$ cat src/rtl/modem_pkg.sv
// modem_pkg: shared FSM encoding, default constants and helpers for the transmit path
package modem_pkg;
  typedef enum logic [2:0] {
    IDLE,
    PREAMBLE,
    FETCH,
    WAIT_RAM,
    PRESENT,
    DONE
  } tx_state_e;
  localparam logic [7:0] PREAMBLE_BYTE_DEF = 8'hAA;
  localparam int RAM_DEPTH_DEF = 1000;
  function automatic logic [9:0] clamp_len(input logic [9:0] len, input logic [9:0] depth);
    return (len > depth) ? depth : len;
  endfunction
endpackage

$ cat src/rtl/tx_sequencer_if.sv
// tx_sequencer_if: register-block, message-RAM and modulator signals of the transmit sequencer
interface tx_sequencer_if;
  logic       i_transmit;
  logic [9:0] i_msg_length;
  logic [7:0] i_ram_data;
  logic       i_byte_ready;
  logic       o_ram_rd;
  logic [9:0] o_ram_addr;
  logic [7:0] o_byte;
  logic       o_byte_valid;
  logic       o_busy;
  logic       o_tx_done;
  modport master (
    input  i_transmit, i_msg_length, i_ram_data, i_byte_ready,
    output o_ram_rd, o_ram_addr, o_byte, o_byte_valid, o_busy, o_tx_done
  );
  modport slave (
    output i_transmit, i_msg_length, i_ram_data, i_byte_ready,
    input  o_ram_rd, o_ram_addr, o_byte, o_byte_valid, o_busy, o_tx_done
  );
endinterface

$ cat src/rtl/tx_sequencer.sv
// tx_sequencer: sends a preamble then fetches payload bytes from message RAM to the modulator
module tx_sequencer
  import modem_pkg::*;
#(
  parameter int         PREAMBLE_LEN  = 4,
  parameter logic [7:0] PREAMBLE_BYTE = PREAMBLE_BYTE_DEF,
  parameter int         RAM_DEPTH     = RAM_DEPTH_DEF
) (
  input logic            clk,
  input logic            reset,
  tx_sequencer_if.master bus
);
  localparam logic [9:0] DEPTH    = 10'(RAM_DEPTH);
  localparam logic [3:0] PRE_LAST = 4'(PREAMBLE_LEN - 1);
  localparam bit         NO_PRE   = (PREAMBLE_LEN == 0);
  tx_state_e  state_q, state_d;
  logic [9:0] len_q, len_d;
  logic [9:0] idx_q, idx_d;
  logic [9:0] ram_addr_q, ram_addr_d;
  logic [3:0] pre_cnt_q, pre_cnt_d;
  logic [7:0] byte_q, byte_d;
  logic       tx_prev_q;
  logic       ram_rd_q, ram_rd_d;
  logic       byte_valid_q, byte_valid_d;
  logic       busy_q, busy_d;
  logic       tx_done_q, tx_done_d;
  logic       tx_rise, accept;
  assign tx_rise = bus.i_transmit & ~tx_prev_q;
  assign accept  = byte_valid_q & bus.i_byte_ready;
  // next state plus outputs derived from the next state, so every output is a flop
  always_comb begin
    state_d   = state_q;
    len_d     = len_q;
    idx_d     = idx_q;
    pre_cnt_d = pre_cnt_q;
    byte_d    = byte_q;
    case (state_q)
      IDLE: if (tx_rise) begin
        len_d     = clamp_len(bus.i_msg_length, DEPTH);
        idx_d     = '0;
        pre_cnt_d = '0;
        state_d   = !NO_PRE ? PREAMBLE : (len_d != '0) ? FETCH : DONE;
      end
      PREAMBLE: if (accept) begin
        pre_cnt_d = pre_cnt_q + 4'd1;
        if (pre_cnt_q == PRE_LAST) state_d = (len_q != '0) ? FETCH : DONE;
      end
      FETCH: state_d = WAIT_RAM;
      WAIT_RAM: begin
        byte_d  = bus.i_ram_data;
        state_d = PRESENT;
      end
      PRESENT: if (accept) begin
        idx_d   = idx_q + 10'd1;
        state_d = (idx_d == len_q) ? DONE : FETCH;
      end
      DONE: state_d = IDLE;
      default: state_d = IDLE;
    endcase
    byte_d       = (state_d == PREAMBLE) ? PREAMBLE_BYTE : byte_d;
    byte_valid_d = (state_d == PREAMBLE) || (state_d == PRESENT);
    ram_rd_d     = (state_d == FETCH);
    ram_addr_d   = (state_d == FETCH) ? idx_d : ram_addr_q;
    busy_d       = (state_d != IDLE);
    tx_done_d    = (state_d == DONE);
  end
  // state and output registers; reset clears everything immediately, even mid-frame
  always_ff @(posedge clk or posedge reset) begin
    if (reset) begin
      state_q      <= IDLE;
      len_q        <= '0;
      idx_q        <= '0;
      pre_cnt_q    <= '0;
      byte_q       <= '0;
      ram_addr_q   <= '0;
      tx_prev_q    <= 1'b0;
      ram_rd_q     <= 1'b0;
      byte_valid_q <= 1'b0;
      busy_q       <= 1'b0;
      tx_done_q    <= 1'b0;
    end else begin
      state_q      <= state_d;
      len_q        <= len_d;
      idx_q        <= idx_d;
      pre_cnt_q    <= pre_cnt_d;
      byte_q       <= byte_d;
      ram_addr_q   <= ram_addr_d;
      tx_prev_q    <= bus.i_transmit;
      ram_rd_q     <= ram_rd_d;
      byte_valid_q <= byte_valid_d;
      busy_q       <= busy_d;
      tx_done_q    <= tx_done_d;
    end
  end
  assign bus.o_ram_rd     = ram_rd_q;
  assign bus.o_ram_addr   = ram_addr_q;
  assign bus.o_byte       = byte_q;
  assign bus.o_byte_valid = byte_valid_q;
  assign bus.o_busy       = busy_q;
  assign bus.o_tx_done    = tx_done_q;
endmodule

$ cat src/flat_wrapper.sv
// flat-port wrapper written by rule: the top's interface ports become plain ports
module tx_sequencer_flat import modem_pkg::*;
#(
  parameter int         PREAMBLE_LEN  = 4,
  parameter logic [7:0] PREAMBLE_BYTE = PREAMBLE_BYTE_DEF,
  parameter int         RAM_DEPTH     = RAM_DEPTH_DEF
)
  (clk, reset, bus_i_transmit, bus_i_msg_length, bus_i_ram_data, bus_i_byte_ready, bus_o_ram_rd, bus_o_ram_addr, bus_o_byte, bus_o_byte_valid, bus_o_busy, bus_o_tx_done);
  tx_sequencer_if bus_i ();
  input logic clk;
  input logic reset;
  input wire logic [$bits(bus_i.i_transmit)-1:0] bus_i_transmit;
  input wire logic [$bits(bus_i.i_msg_length)-1:0] bus_i_msg_length;
  input wire logic [$bits(bus_i.i_ram_data)-1:0] bus_i_ram_data;
  input wire logic [$bits(bus_i.i_byte_ready)-1:0] bus_i_byte_ready;
  output wire logic [$bits(bus_i.o_ram_rd)-1:0] bus_o_ram_rd;
  output wire logic [$bits(bus_i.o_ram_addr)-1:0] bus_o_ram_addr;
  output wire logic [$bits(bus_i.o_byte)-1:0] bus_o_byte;
  output wire logic [$bits(bus_i.o_byte_valid)-1:0] bus_o_byte_valid;
  output wire logic [$bits(bus_i.o_busy)-1:0] bus_o_busy;
  output wire logic [$bits(bus_i.o_tx_done)-1:0] bus_o_tx_done;
  assign bus_i.i_transmit = bus_i_transmit;
  assign bus_i.i_msg_length = bus_i_msg_length;
  assign bus_i.i_ram_data = bus_i_ram_data;
  assign bus_i.i_byte_ready = bus_i_byte_ready;
  assign bus_o_ram_rd = bus_i.o_ram_rd;
  assign bus_o_ram_addr = bus_i.o_ram_addr;
  assign bus_o_byte = bus_i.o_byte;
  assign bus_o_byte_valid = bus_i.o_byte_valid;
  assign bus_o_busy = bus_i.o_busy;
  assign bus_o_tx_done = bus_i.o_tx_done;
  tx_sequencer #(.PREAMBLE_LEN(PREAMBLE_LEN), .PREAMBLE_BYTE(PREAMBLE_BYTE), .RAM_DEPTH(RAM_DEPTH)) u_core (.clk(clk), .reset(reset), .bus(bus_i));
endmodule
$ cat config.mk
export PLATFORM = sky130hd
export DESIGN_NAME = tx_sequencer_flat
export DESIGN_NICKNAME = d
export VERILOG_FILES = /design/src/rtl/modem_pkg.sv /design/src/rtl/tx_sequencer_if.sv /design/src/rtl/tx_sequencer.sv /design/src/flat_wrapper.sv
export SDC_FILE = /design/constraint.sdc
export NUM_CORES = 1
export LEC_CHECK = 0
export CORE_MARGIN = 5
export CORE_UTILIZATION = 50
export DETAILED_ROUTE_END_ITERATION = 7
export GPL_TIMING_DRIVEN = 0
export PLACE_DENSITY = 0.76
export SYNTH_ARGS = -nofsm -noshare
export SYNTH_HDL_FRONTEND = slang
export SYNTH_SLANG_ARGS = --single-unit
$ cat constraint.sdc
create_clock -name clk -period 3.8 [get_ports clk]
set_input_delay 0.76 -clock clk [delete_from_list [all_inputs] [get_ports clk]]
set_output_delay 0.76 -clock clk [all_outputs]
set_load 0.1 [all_outputs]
==> results by group <==
Clocking
  – Hold Buf Count CTS: 0
  – Skew-Pair Late Insertion Delay: 300 ps
  – Clk buf depth: 2
  – TritonCTS clock tree: done
  – Resized cells post-CTS: 0
  – CTS buffer count: 5
  – H-tree depth: 2
  – Sink Count: 50
  – Post-CTS Setup Bufs: 0
  – Clock transition at path regs: 80 ps
  – CTS root buffer: clkbuf_8

Synth
  – Async S/R FF share, synth: 100%
  – Netlist cell types: 46
  – Leading area contributor after synthesis: dfrtp_1
  – Synth area leaders: dfrtp_1 (49%), nand2_1 (7.4%), mux2_4 (5.3%), nor2_1 (3.4%), o21ai_0 (3.1%)
  – Synth Area in Adders: 0.973%
  – YS warnings: 0
  – Post-synth EDFFs: 0
  – Post-synthesis mux area share: 6.52%
  – Seq cells post-synth: 50
  – Sequential fraction of the synthesis area: 48.7%
  – Post-Syn Instances: 263
  – Top FF cell, synth: dfrtp_1
  – Mean area per synthesized cell: 9.78 um2
  – Largest family of logic cells by synthesized area: simple AND/OR/NAND/NOR gates
  – Xor/xnor share of the synthesized area: 5.74%
  – Compound-gate portion of the synthesized area: 11.6%
  – Mapped Area: 2570 um2
  – Synth top area share: 48.7%
  – Synth Net Count: 287
  – Post-Synth Simple-Gate Area: 22.6%

Cells and area
  – Filler instances: 432
  – Fraction of layout cells with a size suffix above 1: 10.5%
  – Area Overhead vs Synth: 23.9%
  – Non-Filler Instances: 384
  – Fin area: 3190 um2
  – Ant diodes: 0
  – Nets: 338

Job
  – MaxCap Viol Count: 0

Worst setup path
  – Crit path capture type: register
  – Critical Path RT: 3980 ps
  – Top Family by Delay on Critical Path: simple AND/OR/NAND/NOR gates
  – Worst-path maximum fanout: 10
  – Crit path buf inv count: 2
  – Largest stage delay on the critical path: 510 ps
  – Critical path cell sequence: ha_1 -> clkbuf_1 -> nand2_1 -> nor2_1 -> xnor2_1 -> nand3_1 -> or4_4 -> o211a_1 -> buf_6 -> mux2_4
  – Setup Crit Path Kind: register to register
  – Data arrival, critical path: 3240 ps
  – Max stage delay cell, worst path: or4_4
  – CP startpoint kind: register

STA
  – RSZ-0062 raised after global routing: no
  – Final Slew Violations: 0
  – Period utilization: 80.3%
  – Hold Violations, Final: 0
  – Setup TNS: 0 ps
  – Highest Clock Rate: 328 MHz
  – Worst Tran Pin Value: 1000 ps
  – Min Hold Slack: 495 ps
  – Clock Skew: 3.82 ps
  – Crit path time final: 3050 ps
  – Final setup viols: 0
  – Rel. slew slack: 33.0%

Global route
  – GRT Residual Overflow: 0
  – Met2 Resource Use GR: 27.8%
  – Vias in the first global route: 1,908
  – First-pass GRT wire length: 9.01 mm
  – Met1 Usage GRT: 24.6%
  – Largest net degree at the start of global routing: 37
  – Global Route Usage Sum: 17.8%
  – GR peak layer: met2
  – Initial antenna violation count: 0
  – Met3 Resource Use GR: 3.95%

Power and ir drop
  – Power, Total: 0.00179 W
  – P_leak: 1.38 nW
  – Pwr dens: 562 nW/um2
  – Max VDD drop: 0.282 mV

Route
  – Antenna Nets Post-Route: 0
  – DRT Wirelength: 5.37 mm
  – First drt pass iteration count: 4
  – Initial DRC Count: 118
  – DRC Markers: 0
  – Mean routed wirelength per cell: 14.0 um
  – Via count: 2,038
  – Vias per cell: 5.31

Min path
  – Hold/Removal Path Class: register to register

Placement
  – Post-DP Area: 3110 um2
  – Count of buffers inserted at the top-level ports: 43
  – Detailed Place HPWL: 4.02 mm
  – Placed Instances: 377
  – RePlAce Congestion: 0.864

Floorplan
  – Die span in y: 81.7 um
  – Die outline area: 6680 um2
  – Initial Utilization: 51.0%
  – Row Count: 26
  – Core area: 5040 um2
  – Die Wd: 81.7 um
  – Top-level I/O count: 44

Run status
  – Status: finished clean
-- synthesized netlist by cell type (3+ instances only) --
cell      number
nor2_1        23
buf_6          4
o31ai_1        3
nand4_1        3
a22o_1         5
a21oi_1       11
and2_1         3
xnor2_1        8
o21ai_0       16
nand2_1       51
mux2_4         9
nand3_1       15
nor4_1         3
inv_1          5
dfrtp_1       50
nor3_1         4
xor2_1         7
clkbuf_1       6
-- metrics by stage --
step / setup WS, ps / util [%]
6_report: 748 / 63.2
5_1_grt: 583 / 63.2
4_1_cts: 760 / 63.2
3_5_place_dp: 791 / 61.7
3_3_place_gp: 868 / 61.3
2_1_floorplan: 1160 / -
-- cell usage in the layout, fill, tap and decap left out, types with 5 or more instances in the layout --
| cell | netlist | layout |
|---|---|---|
| nand2_1 | 51 | 51 |
| dfrtp_1 | 50 | 50 |
| clkdlybuf4s50_1 | 0 | 43 |
| nor2_1 | 23 | 23 |
| o21ai_0 | 16 | 16 |
| nand3_1 | 15 | 15 |
| a21oi_1 | 11 | 11 |
| mux2_4 | 9 | 9 |
| clkbuf_1 | 6 | 8 |
| xnor2_1 | 8 | 8 |
| xor2_1 | 7 | 7 |
| clkbuf_8 | 1 | 6 |
| a22o_1 | 5 | 5 |
-- worst register-to-register path: stages (launching register included) --
cell	delay, ps
dfrtp_1	470
ha_1	180
clkbuf_1	340
nand2_1	170
nor2_1	250
xnor2_1	160
nand3_1	110
or4_4	510
o211a_1	260
buf_6	170
mux2_4	310
-- path summary, 6_finish.rpt --
| check | endpoint | slack [ps] | startpoint | cells after the start |
|---|---|---|---|---|
| setup / recovery | u_core.bus.o_ram_addr[2] | 750 | u_core.idx_q[0] | 10 |
| hold / removal | u_core.bus.o_byte[5] | 500 | u_core.bus.o_byte[5] | 2 |
| setup reg to reg | u_core.bus.o_ram_addr[2] | 750 | u_core.idx_q[0] | 10 |
| hold reg to reg | u_core.bus.o_byte[5] | 500 | u_core.bus.o_byte[5] | 2 |
| max in group asynchronous | u_core.idx_q[9] | 2570 | reset | 3 |
| min in group asynchronous | u_core.idx_q[7] | 740 | reset | 2 |
-- final cells by class --
type                            count  area [um2]  area share, %
Sequential cell                    50        1250           39.3
Inverter                            5        18.8          0.589
Tap cell                           70        87.6           2.75
Clock buffer                        7        76.3           2.40
Multi-Input combinational cell    197        1220           38.3
Timing Repair Buffer               44         450           14.1
Buffer                             11        81.3           2.55
-- state kept, by name (all words and copies together) (netlist names) --
| register | cells |
|---|---|
| u_core.pre_cnt_q | 4 |
| u_core.state_q | 3 |
| u_core.bus.o_ram_rd | 1 |
| u_core.bus.o_busy | 1 |
| u_core.len_q | 10 |
| u_core.idx_q | 10 |
| u_core.tx_prev_q | 1 |
| u_core.bus.o_ram_addr | 10 |
| u_core.bus.o_byte | 8 |
| u_core.bus.o_byte_valid | 1 |
| u_core.bus.o_tx_done | 1 |
-- logic make-up (layout without fill, tap and decap cells) --
logic type / count (synthesis) / count (layout)
adders and majority gates: 2 / 2
and+or+nand+nor: 121 / 121
muxes: 12 / 12
DFF: 50 / 50
buffers and inverters: 16 / 67
xor gates and xnor gates: 16 / 16
AOI/OAI and AO/OA: 46 / 46
-- metal layers --
metal  routed length, um  vias up  part of all wire, %
li1                    -     1020                    -
met1                2570      970                   48
met2                2480       40                   46
met3                 219        8                  4.1
met4                 100        0                  1.9
met5                   0        -                    0
-- where the power goes --
group	switching [W]	total, W	leakage (nW)	internal, W
clock	0.000158	0.000285	0.0383	0.000127
sequential	0.0000903	0.000731	0.645	0.000640
combinational	0.000496	0.000775	0.697	0.000279
Note: power is estimated with default switching activity, not from simulation.
